### src/rtl/reg_file.sv
// reg_file: general-purpose register file for the single-cycle ARM-style datapath.
// The file stores R0-R14 and has two combinational read ports and one clocked write port.
// Address 15 has no storage. Reads of address 15 return the externally supplied r15 (PC+8).
// Optional build macro REGFILE_BYPASS_EN adds write-through bypass on both read ports.
// With the bypass, a read of the address being written returns wd3 before the edge.
// Clocked behaviour is identical with or without the macro.
module reg_file #(
    parameter int WIDTH     = 32,
    parameter int RESET_VAL = 0
) (
    input  logic             clk,
    input  logic             reset,
    input  logic             we3,
    input  logic [3:0]       a1,
    input  logic [3:0]       a2,
    input  logic [3:0]       a3,
    input  logic [WIDTH-1:0] wd3,
    input  logic [WIDTH-1:0] r15,
    output logic [WIDTH-1:0] rd1,
    output logic [WIDTH-1:0] rd2
);

    localparam int                 NUM_REGS   = 15;
    localparam logic [3:0]         PC_ADDR    = 4'd15;
    localparam logic [WIDTH-1:0]   RESET_WORD = WIDTH'(RESET_VAL);

    // Current contents of R0-R14. Each register drives exactly one element of this array.
    logic [WIDTH-1:0] regs [0:NUM_REGS-1];

    // A write is effective only when it is enabled, it is not pre-empted by reset, and it targets real storage.
    logic write_ok;
    assign write_ok = we3 && !reset && (a3 != PC_ADDR);

    genvar gi;
    generate
        for (gi = 0; gi < NUM_REGS; gi++) begin : g_reg
            logic [WIDTH-1:0] q_reg;

            // Per-register update: reset wins over any write in the same cycle.
            always_ff @(posedge clk) begin
                if (reset) begin
                    q_reg <= RESET_WORD;
                end else if (write_ok && (a3 == 4'(gi))) begin
                    q_reg <= wd3;
                end
            end

            assign regs[gi] = q_reg;
        end
    endgenerate

    // Shared read-select logic: address 15 always yields r15 and is never bypassed.
    function automatic logic [WIDTH-1:0] read_sel(input logic [3:0] addr);
        logic [WIDTH-1:0] val;
        if (addr == PC_ADDR) begin
            val = r15;
        end else begin
            val = regs[addr];
`ifdef REGFILE_BYPASS_EN
            if (write_ok && (addr == a3)) begin
                val = wd3;
            end
`endif
        end
        return val;
    endfunction

    // Read port 1: combinational, zero latency.
    always_comb begin
        rd1 = read_sel(a1);
    end

    // Read port 2: independent of port 1; both ports may name the same register.
    always_comb begin
        rd2 = read_sel(a2);
    end

endmodule

### config.mk
export PLATFORM = sky130hd
export DESIGN_NAME = reg_file
export DESIGN_NICKNAME = d
export VERILOG_FILES = /design/src/rtl/reg_file.sv
export SDC_FILE = /design/constraint.sdc
export NUM_CORES = 1
export LEC_CHECK = 0
export BUFFER_PORTS_ARGS = -buffer_cell sky130_fd_sc_hd__buf_4
export CAP_MARGIN = 20
export CELL_PAD_IN_SITES_DETAIL_PLACEMENT = 1
export CELL_PAD_IN_SITES_GLOBAL_PLACEMENT = 1
export CORE_MARGIN = 5
export CORE_UTILIZATION = 50
export CTS_CLUSTER_SIZE = 40
export DETAILED_ROUTE_END_ITERATION = 8
export HOLD_SLACK_MARGIN = 0.15
export PLACE_DENSITY_LB_ADDON = 0.08
export SYNTH_ARGS = -nofsm -noshare
export SYNTH_HDL_FRONTEND = slang
export SYNTH_SLANG_ARGS = --single-unit
### constraint.sdc
create_clock -name clk -period 2.7 [get_ports clk]
set_input_delay 0.135 -clock clk [delete_from_list [all_inputs] [get_ports clk]]
set_output_delay 0.135 -clock clk [all_outputs]
set_load 0.05 [all_outputs]
==> reports/summary.md, run 1 <==
• **status** finished clean
• **Skew-Pair Late Insertion Delay** 0.61 ns
• **layout overhead on the synthesized area** 18.4%
• **starting utilization of the core area** 50.5%
• **largest net degree at the start of global routing** 230
• **Clk Tree Root Cell** clkbuf_16
• **launching element type of the critical path** flip-flop
• **Filler Cells Inserted** 5591
• **Post-Route Skew** 0 ns
• **I/O Pins** 143
• **accumulated negative setup slack** 0 ns
• **Hold Path End** g_reg[8].q_reg[3]
• **post-CTS setup buffers** 0
• **total vias in the final route** 23900
• **cell area after layout** 29300 sq um
• **post-synth top area share** 38.8%
• **length in cells of the worst reg-to-reg path** 2
• **final count of negative-setup-slack endpoints** 0
• **pwr dens** 589 nW/um^2
• **row count** 81
• **Hold Vio Cnt, Final** 0
• **level count of the clock H-tree** 2
• **total area of sequential cells** 9610 sq um
• **number of warnings reported in the yosys synthesis log** 0
• **number of buffers created by CTS** 54
• **post-DP HPWL** 65600 um
• **Reg2Reg Launch Point** g_reg[9].q_reg[29]
• **peak supply drop** 0.488 mV
• **worst rel slew slack** 18.0%
• **DR pass1 iterations** 5
• **height of the chip** 232 um
• **leading cell types by count after synthesis** nand2_1, a21oi_1, dfxtp_1
• **cell count of the worst hold path** 5
• **aggregate global-route resource usage** 38.0%
• **NumNets Final** 2985
• **design internal power** 0.0128 W
• **Comb pwr share** 10.6%
• **EDFF count, synth** 0
• **data required time at the worst endpoint** 2.57 ns
• **initial antenna violation count** 5
• **setup repair after global routing missed its margin** false
• **# clock sinks** 480
• **DR iter-0 viols** 2370
• **post-synth design cell area** 24700 sq um
• **start point of the worst hold path** we3
• **leakage component of the power** 9.74 nW
• **kind of path behind the tightest hold check** input port to flip-flop
• **DIE WIDTH** 232 um
• **clock period minus final worst setup slack** 2.51 ns
• **worst setup path category** flip-flop to primary output
• **fin crit share** 92.9%
• **worst hold-check slack** 0.188 ns
• **post-route core utilization** 59.8%
• **sequential share of power** 41.6%
• **Slew @ Worst Pin** 1.23 ns
• **Std-Cell Core Area** 49000 sq um
• **Max Fclk** 399 MHz
• **setup slack on the worst flop-to-flop path** 1.94 ns
• **remaining global-route overflow** 0
• **number of pins with negative max-slew slack in the final report** 0
• **multi-input logic area** 14000 sq um
• **switching component of the power** 0.00441 W
• **reg-to-reg critical path endpoint** g_reg[9].q_reg[29]
• **CTS tree** built
• **fraction of the yosys area taken by sequential cells** 38.8%
• **routability congestion estimate** 0.873
• **fraction of layout instances using a drive strength above 1** 20.4%
• **most frequent cell after synthesis** nand2_1
• **clock share of power** 47.9%
• **ys async rst share** 0%
• **number of global-route vias before repair** 25000
• **CTS Hold Buffers Added** 38
• **total design power** 0.0173 W
• **worst-path maximum fanout** 3
• **Routed wire per std cell** 29.0 um
• **DIE AREA** 54000 sq um
• **Post-Synthesis Mean Instance Area** 8.70 sq um
• **post-detailed-route DRC marker count** 0
• **endpoint class of the critical path** primary output
• **number of flip-flops under the largest register name** 480
• **number of nets produced by synthesis** 2923
• **Post-Place Cell Area** 26900 sq um
• **Yosys cell types** 31
• **data arrival time of the critical path** 2.37 ns
• **Max Root-Sink Buffers** 3
• **max_cap viols** 0
• **Clock Pin Slew Worst Setup and Hold Paths** 0.06 ns
• **post-synthesis cell type with the largest combined area** dfxtp_1
• **wire length of the first global-routing pass** 156000 um
• **Cells after Synth** 2844
• **Synth area leaders** dfxtp_1, mux4_2, nand2_1
• **flop and latch count out of synthesis** 480
• **Most used DFF post-synth** dfxtp_1
• **I/O Buffers** 142
• **overall routed net length** 105000 um
• **switching share of power** 25.6%
• **post-cts resize count** 0
• **routed vias/inst** 6.61
• **final antenna-violating net count** 0
-- per-layer routing --
layer	GRT usage, %	routed length (um)	vias to the layer above
li1	-	-	10100
met1	48.4	39400	12100
met2	61.1	48500	1341
met3	8.47	10800	398
met4	19.7	6060	2
met5	0	13	-
-- area by class of cell --
cell class                      count  area share [%]
Antenna cell                        5          0.0427
Clock buffer                       82            5.84
Sequential cell                   480            32.8
Inverter                           21           0.269
Multi-Input combinational cell   2060            47.7
Clock inverter                     17           0.991
Tap cell                          664            2.84
Timing Repair Buffer              289            9.57
-- how the worst max path moves through the flow --
stage	endpoint	start	cells past startpoint	slack, ns
5_1_grt	rd1[11]	g_reg[3].q_reg[11]	5	0.15
4_1_cts	rd1[11]	g_reg[3].q_reg[11]	5	0.21
2_1_floorplan	rd1[10]	a1[1]	6	0.17
6_report	rd1[5]	g_reg[3].q_reg[5]	5	0.19
3_3_place_gp	rd2[7]	a2[1]	7	0.47
3_5_place_dp	rd2[7]	a2[1]	7	0.43
-- placed cells by master, fill, tap and decap left out, drive strengths merged, types with 41 or more instances in the layout --
| cell type | count |
|---|---|
| dfxtp | 480 |
| a21oi | 502 |
| o221ai | 42 |
| o211ai | 50 |
| clkbuf | 83 |
| nand2 | 997 |
| nor2b | 41 |
| mux4 | 214 |
| mux2i | 72 |
| buf | 250 |
-- cell families (layout without fill, tap and decap cells) --
logic type,after synthesis,count (layout),synth area share (%)
other,0,5,0
muxes,303,303,23.2
and+or+nand+nor,1107,1107,17.9
DFF,480,480,38.8
buffers and inverters,304,409,5.17
AOI/OAI and AO/OA,650,650,14.9
-- metrics by stage --
step	cells	worst slack [ns]
6_report	3618	0.191
5_1_grt	3615	0.146
3_3_place_gp	3476	0.466
4_1_cts	3613	0.208
3_5_place_dp	3476	0.427
2_1_floorplan	2844	0.169
-- worst max-delay path, cell delays in order, from the launching register on --
cell      delay (ns)
dfxtp_1         0.32
mux4_2          0.45
nor2b_1         0.14
a211oi_1        0.51
a311oi_1        0.12
buf_4           0.23
-- power groups by stage --
stage	logic, W	registers [W]	clock network, W
2_1_floorplan	0.00104	0.00732	0
3_3_place_gp	0.00170	0.00733	0
3_5_place_dp	0.00173	0.00733	0
4_1_cts	0.00179	0.00718	0.00828
5_1_grt	0.00187	0.00718	0.00857
6_report	0.00182	0.00718	0.00826
(Power assumes the default switching activity.)
==> run 2, diff against run 1 <==
==> constraint.sdc (replaced) <==
create_clock -name clk -period 2.7 [get_ports clk]
set_input_delay 0.405 -clock clk [delete_from_list [all_inputs] [get_ports clk]]
set_output_delay 0.405 -clock clk [all_outputs]
set_load 0.05 [all_outputs]
==> run 2 against run 1 <==
Net effect:
- the run now ends with negative setup slack left
- critical path type unchanged
- largest cell class unchanged
- first-iteration DRC count up 1.3%
- critical endpoint is now rd1[1]
- worst setup slack worse by 0.21 ns
- hold slack worse by 0.0040 ns
==> reports/summary.md, run 2 (synthesis gave the netlist of run 1 again) <==
• **worst path cell trace** mux4_2 -> mux2i_1 -> o211ai_1 -> buf_4
• **fraction of layout instances using a drive strength above 1** 22.2%, +1.7 points
• **post-route core utilization** 60.4%, +0.52 points
• **Clock Pin Slew Worst Setup and Hold Paths** 0.06 ns, about the same
• **routability congestion estimate** 0.873, about the same
• **aggregate global-route resource usage** 38.0%, -0.055 points
• **number of flip-flops under the largest register name** 480, unchanged
• **Skew-Pair Late Insertion Delay** 0.63 ns, +0.02 ns
• **Slew @ Worst Pin** 1.17 ns, -0.0568 ns
• **CTS tree** built
• **DR iter-0 viols** 2401, +1.3%
• **layout overhead on the synthesized area** 19.4%
• **DIE WIDTH** 232 um, unchanged
• **overall routed net length** 105000 um, +0.13%
• **DR pass1 iterations** 5, unchanged
• **failing checks** negative setup slack
• **worst hold-check slack** 0.185 ns, -0.00396 ns
• **launching element type of the critical path** flip-flop
• **kind of path behind the tightest hold check** input port to flip-flop
• **wire length of the first global-routing pass** 156000 um, +0.19%
• **data required time at the worst endpoint** 2.30 ns, -0.27 ns
• **leakage component of the power** 9.86 nW, +1.3%
• **status** finished, violations left
• **most common cell after layout, fill and taps aside** nand2_1
• **data arrival time of the critical path** 2.31 ns, -0.06 ns
• **max_cap viols** 0, unchanged
• **Clk Tree Root Cell** clkbuf_16
• **NumNets Final** 3019, +1.1%
• **fin crit share** 101%, +7.7 points
• **final worst-path setup slack** -0.0167 ns, -0.207 ns
• **post-CTS setup buffers** 0, unchanged
• **number of buffers created by CTS** 54, unchanged
• **height of the chip** 232 um, unchanged
• **remaining global-route overflow** 0, unchanged
• **DIE AREA** 54000 sq um, unchanged
• **largest net degree at the start of global routing** 157, -32%
• **Std-Cell Core Area** 49000 sq um, unchanged
• **Worst setup startpoint** g_reg[7].q_reg[1]
• **Max Root-Sink Buffers** 3, unchanged
• **initial antenna violation count** 2, -3
• **pwr dens** 582 nW/um^2, -1.3%
• **Routed wire per std cell** 28.7 um, -0.70%
• **I/O Buffers** 142, unchanged
• **worst-path maximum fanout** 3, unchanged
• **I/O Pins** 143, unchanged
• **post-detailed-route DRC marker count** 0, unchanged
• **total design power** 0.0172 W, -0.43%
• **routed vias/inst** 6.61, about the same
• **CP max-delay cell** mux4_2
• **delay of the slowest cell on the worst path** 0.46 ns, -0.05 ns
• **leading cell types in the layout, fill and taps excluded** nand2_1, a21oi_1, dfxtp_1
• **number of pins with negative max-slew slack in the final report** 0, unchanged
• **starting utilization of the core area** 50.5%, unchanged
• **Hold Vio Cnt, Final** 0, unchanged
• **Post-Route Skew** 0 ns, unchanged
• **clock period minus final worst setup slack** 2.72 ns, +0.207 ns
• **peak supply drop** 0.537 mV, +10%
• **total vias in the final route** 24100, +0.80%
• **post-DP HPWL** 66300 um, +1.0%
• **start point of the worst hold path** wd3[4]
• **final antenna-violating net count** 0, unchanged
• **number of global-route vias before repair** 25100, +0.55%
• **worst rel slew slack** 21.8%, +3.8 points
• **final count of negative-setup-slack endpoints** 2, +2
• **row count** 81, unchanged
• **Filler Cells Inserted** 5541, -0.89%
• **worst setup path category** flip-flop to primary output
• **Max Fclk** 368 MHz, -7.6%
• **level count of the clock H-tree** 2, unchanged
• **endpoint class of the critical path** primary output
• **Reg2Reg Launch Point** g_reg[7].q_reg[17]
• **# clock sinks** 480, unchanged
## run 2: path summary, 6_finish.rpt
path                         endpoint  slack (ns)  cells past startpoint
setup reg to reg   g_reg[7].q_reg[17]        1.96                      2
hold reg to reg   g_reg[13].q_reg[24]        0.46                      2
setup / recovery               rd1[1]       -0.02                      4
hold / removal      g_reg[5].q_reg[4]        0.18                      3
## run 2: per-stage QoR
step / cells / setup slack (ns) / cell area, sq um / setup TNS, ns
final: 3648 / -0.0167 / 29600 / -0.0230
after global routing: 3646 / -0.0255 / 29500 / -0.0468
after CTS: 3646 / 0.00291 / 29500 / 0
after detailed placement: 3517 / 0.0215 / 27200 / 0
after global placement: 3517 / 0.0167 / 27200 / 0
after floorplan: 2844 / -0.0318 / 24800 / -0.0953
## run 2: final cells by class
cell class | instances | area [sq um] | area share [%]
Antenna cell | 2 | 5.00 | 0.0169
Clock inverter | 27 | 422 | 1.43
Inverter | 21 | 78.8 | 0.267
Clock buffer | 71 | 1510 | 5.09
Tap cell | 664 | 831 | 2.81
Timing Repair Buffer | 323 | 2990 | 10.1
Sequential cell | 480 | 9610 | 32.5
Multi-Input combinational cell | 2060 | 14100 | 47.7
## run 2: power breakdown
part / switching (W) / internal, W / leakage, nW / total, W
registers: 0.0000423 / 0.00713 / 3.87 / 0.00718
logic: 0.00124 / 0.000658 / 5.05 / 0.00190
clock network: 0.00323 / 0.00488 / 0.937 / 0.00811
total: 0.00452 / 0.0127 / 9.86 / 0.0172
## run 2: metal layers
metal	up-vias	track usage (%)	wire length, um
met1	12300	49.1	40600
met2	1275	62.5	49400
met3	350	6.19	9220
met5	-	0	7
met4	2	18.3	5690
li1	10200	-	-
## run 2: timing repair
| item | CTS | global route |
|---|---|---|
| endpoints found under the setup margin | 4 | 7 |
| pin swaps | 1 | 1 |
| hold endpoints to repair | 366 | 0 |
| resized for setup | 4 | 9 |
| hold buffers | 31 | 0 |
## run 2: worst max-delay path, delay by kind of cell, from the launching register on
family	cells	cell delay, ns
compound gates	1	0.27
buf+inv	1	0.28
flops	1	0.33
mux	2	0.80
==> run 3, diff against run 2 <==
--- a/config.mk
+++ b/config.mk
@@ -14,7 +14,7 @@
 export CTS_CLUSTER_SIZE = 40
 export DETAILED_ROUTE_END_ITERATION = 8
 export HOLD_SLACK_MARGIN = 0.15
-export PLACE_DENSITY_LB_ADDON = 0.08
+export PLACE_DENSITY_LB_ADDON = 0.15
 export SYNTH_ARGS = -nofsm -noshare
 export SYNTH_HDL_FRONTEND = slang
 export SYNTH_SLANG_ARGS = --single-unit
==> run 3 against run 2 <==
Net effect:
- the flow now finishes without violations
- clock power is 0.7% lower
- sequential share of layout area is 0.18 points higher
- combinational power is 2% lower
- via count is 0.42% lower
- worst setup slack better by 0.035 ns
- register-to-register slack hardly changed
- global-route usage is 0.15 points lower
- die area stayed put
- total power is 0.59% lower
- final cell count is 0.36% lower
- critical path type unchanged
- critical endpoint is now rd2[0]
- highest routed layer is now met4
==> reports/summary.md, run 3 (synthesis gave the netlist of run 1 again) <==
• **total design power** 0.0171 W, -0.59%
• **DR pass1 iterations** 5, unchanged
• **endpoint class of the critical path** primary output
• **CP top delay family** compound AO/OA/AOI/OAI gates
• **Post-Route Skew** 0 ns, unchanged
• **length in cells of the worst reg-to-reg path** 2, unchanged
• **Filler Cells Inserted** 5613, +1.3%
• **Clock Pin Slew Worst Setup and Hold Paths** 0.06 ns, about the same
• **overall routed net length** 104000 um, -0.53%
• **start point of the worst hold path** wd3[6]
• **post-CTS setup buffers** 0, unchanged
• **number of pins with negative max-slew slack in the final report** 0, unchanged
• **delay of the slowest cell on the worst path** 0.45 ns, about the same
• **count of buffer and inverter cells on the critical path** 1, unchanged
• **DIE AREA** 54000 sq um, unchanged
• **number of buffers created by CTS** 53, -1.9%
• **starting utilization of the core area** 50.5%, unchanged
• **row count** 81, unchanged
• **initial antenna violation count** 2, unchanged
• **Std-Cell Core Area** 49000 sq um, unchanged
• **Routed wire per std cell** 28.7 um, -0.18%
• **post-DP HPWL** 66900 um, +0.98%
• **NumNets Final** 3001, -0.60%
• **CP max-delay cell** mux4_2
• **Max Root-Sink Buffers** 3, unchanged
• **setup repair after global routing missed its margin** false
• **fin crit share** 99.3%, -1.3 points
• **remaining global-route overflow** 0, unchanged
• **Reg2Reg Launch Point** g_reg[10].q_reg[23]
• **Hold Path End** g_reg[10].q_reg[6]
• **CTS tree** built
• **peak supply drop** 0.483 mV, -10%
• **leakage component of the power** 9.80 nW, -0.61%
• **total vias in the final route** 24000, -0.42%
• **pwr dens** 581 nW/um^2, about the same
• **worst setup path category** flip-flop to primary output
• **aggregate global-route resource usage** 37.8%, -0.15 points
• **I/O Pins** 143, unchanged
• **worst path cell trace** mux4_2 -> nor2b_1 -> a211oi_1 -> a21oi_1 -> buf_4
• **Clk Tree Root Cell** clkbuf_16
• **Max Fclk** 373 MHz, +1.3%
• **worst-path maximum fanout** 3, unchanged
• **routability congestion estimate** 0.884, +1.2%
• **final worst-path setup slack** 0.0181 ns, +0.0348 ns
• **final antenna-violating net count** 0, unchanged
• **launching element type of the critical path** flip-flop
• **post-detailed-route DRC marker count** 0, unchanged
• **I/O Buffers** 142, unchanged
• **number of global-route vias before repair** 25200, +0.11%
• **Hold Vio Cnt, Final** 0, unchanged
• **Slew @ Worst Pin** 0.959 ns, -0.214 ns
• **worst hold-check slack** 0.197 ns, +0.0124 ns
• **DIE WIDTH** 232 um, unchanged
• **max_cap viols** 0, unchanged
• **setup slack on the worst flop-to-flop path** 1.95 ns, about the same
• **post-place setup slack** 0.0500 ns, +0.0285 ns
• **fraction of layout instances using a drive strength above 1** 21.5%, -0.66 points
• **largest net degree at the start of global routing** 174, +11%
• **Skew-Pair Late Insertion Delay** 0.61 ns, -0.02 ns
• **most common cell after layout, fill and taps aside** nand2_1
• **data required time at the worst endpoint** 2.30 ns, about the same
• **level count of the clock H-tree** 2, unchanged
• **layout overhead on the synthesized area** 18.8%
• **final count of negative-setup-slack endpoints** 0, -2
• **height of the chip** 232 um, unchanged
• **number of flip-flops under the largest register name** 480, unchanged
• **worst rel slew slack** 36.1%, +14 points
• **kind of path behind the tightest hold check** input port to flip-flop
• **wire length of the first global-routing pass** 156000 um, -0.29%
• **# clock sinks** 480, unchanged
• **leading cell types in the layout, fill and taps excluded** nand2_1, a21oi_1, dfxtp_1
• **cell count of the worst hold path** 3, unchanged
• **routed vias/inst** 6.61, about the same
• **clock period minus final worst setup slack** 2.68 ns, -0.0348 ns
• **data arrival time of the critical path** 2.28 ns, -0.03 ns
• **DR iter-0 viols** 2504, +4.3%
• **status** finished clean
• **reg-to-reg critical path endpoint** g_reg[10].q_reg[23]
-- run 3: changes by cell type in the layout (fill, tap and decap cells not counted), sizes merged --
cell	delta
buf	-16
bufinv	-1
clkbuf	+6
clkinvlp	-3
diode	+3
dlygate4sd3	-1
inv	-1
-- run 3: worst max-delay path by stage --
stage	startpoint	end	slack, ns	cells after the start
after floorplan	a2[2]	rd2[22]	-0.03	5
after global placement	a1[1]	rd1[0]	0.1	7
after detailed placement	a2[1]	rd2[1]	0.05	7
after CTS	g_reg[3].q_reg[11]	rd1[11]	0.03	5
after global routing	g_reg[3].q_reg[11]	rd1[11]	0.001	5
final	g_reg[3].q_reg[0]	rd2[0]	0.02	5
-- run 3: repair_timing --
action | CTS | global route
hold buffers | 30 | 0
hold endpoints to repair | 286 | 0
pin swaps | 0 | 1
endpoints found under the setup margin | 3 | 3
resized for setup | 3 | 2
-- run 3: layout make-up --
type                       instances  area, sq um  share of cell area [%]
sequential                       480         9610                    32.7
tap                              664          831                    2.83
clock buffer                      77         1570                    5.34
antenna                            5         12.5                  0.0426
clock inverter                    22          345                    1.18
inverter                          21         78.8                   0.268
timing repair buffer             306         2870                    9.75
multi-input combinational       2060        14100                    47.9
-- run 3: worst register-to-register path: stages (launching register included) --
cell and delay, ns:
dfxtp_1 0.41, nand2_1 0.11, a21oi_1 0.16
-- run 3: report_power, final --
part	internal (W)	switching [W]	total [W]	leakage, nW
Sequential	0.00713	0.0000431	0.00718	3.87
Combinational	0.000637	0.00122	0.00186	4.99
Clock	0.00488	0.00317	0.00805	0.945
Total	0.0127	0.00443	0.0171	9.80
-- run 3: per-stage QoR --
step	cell area (sq um)	util, %	TNS [ns]	cells
after CTS	29300	59.9	0	3629
after floorplan	24800	-	-0.0953	2844
final	29400	60.0	0	3635
after global routing	29400	60.0	0	3631
after detailed placement	27100	55.4	0	3500
after global placement	27100	55.4	0	3500
-- run 3: layer usage --
| metal | GRT usage (%) | up-vias | part of all wire, % |
|---|---|---|---|
| met2 | 61.8 | 1271 | 47 |
| met1 | 47.9 | 12200 | 38 |
| met4 | 20.9 | 0 | 6.6 |
| met3 | 6.56 | 426 | 8.3 |
| met5 | 0 | - | 0 |
| li1 | - | 10100 | - |
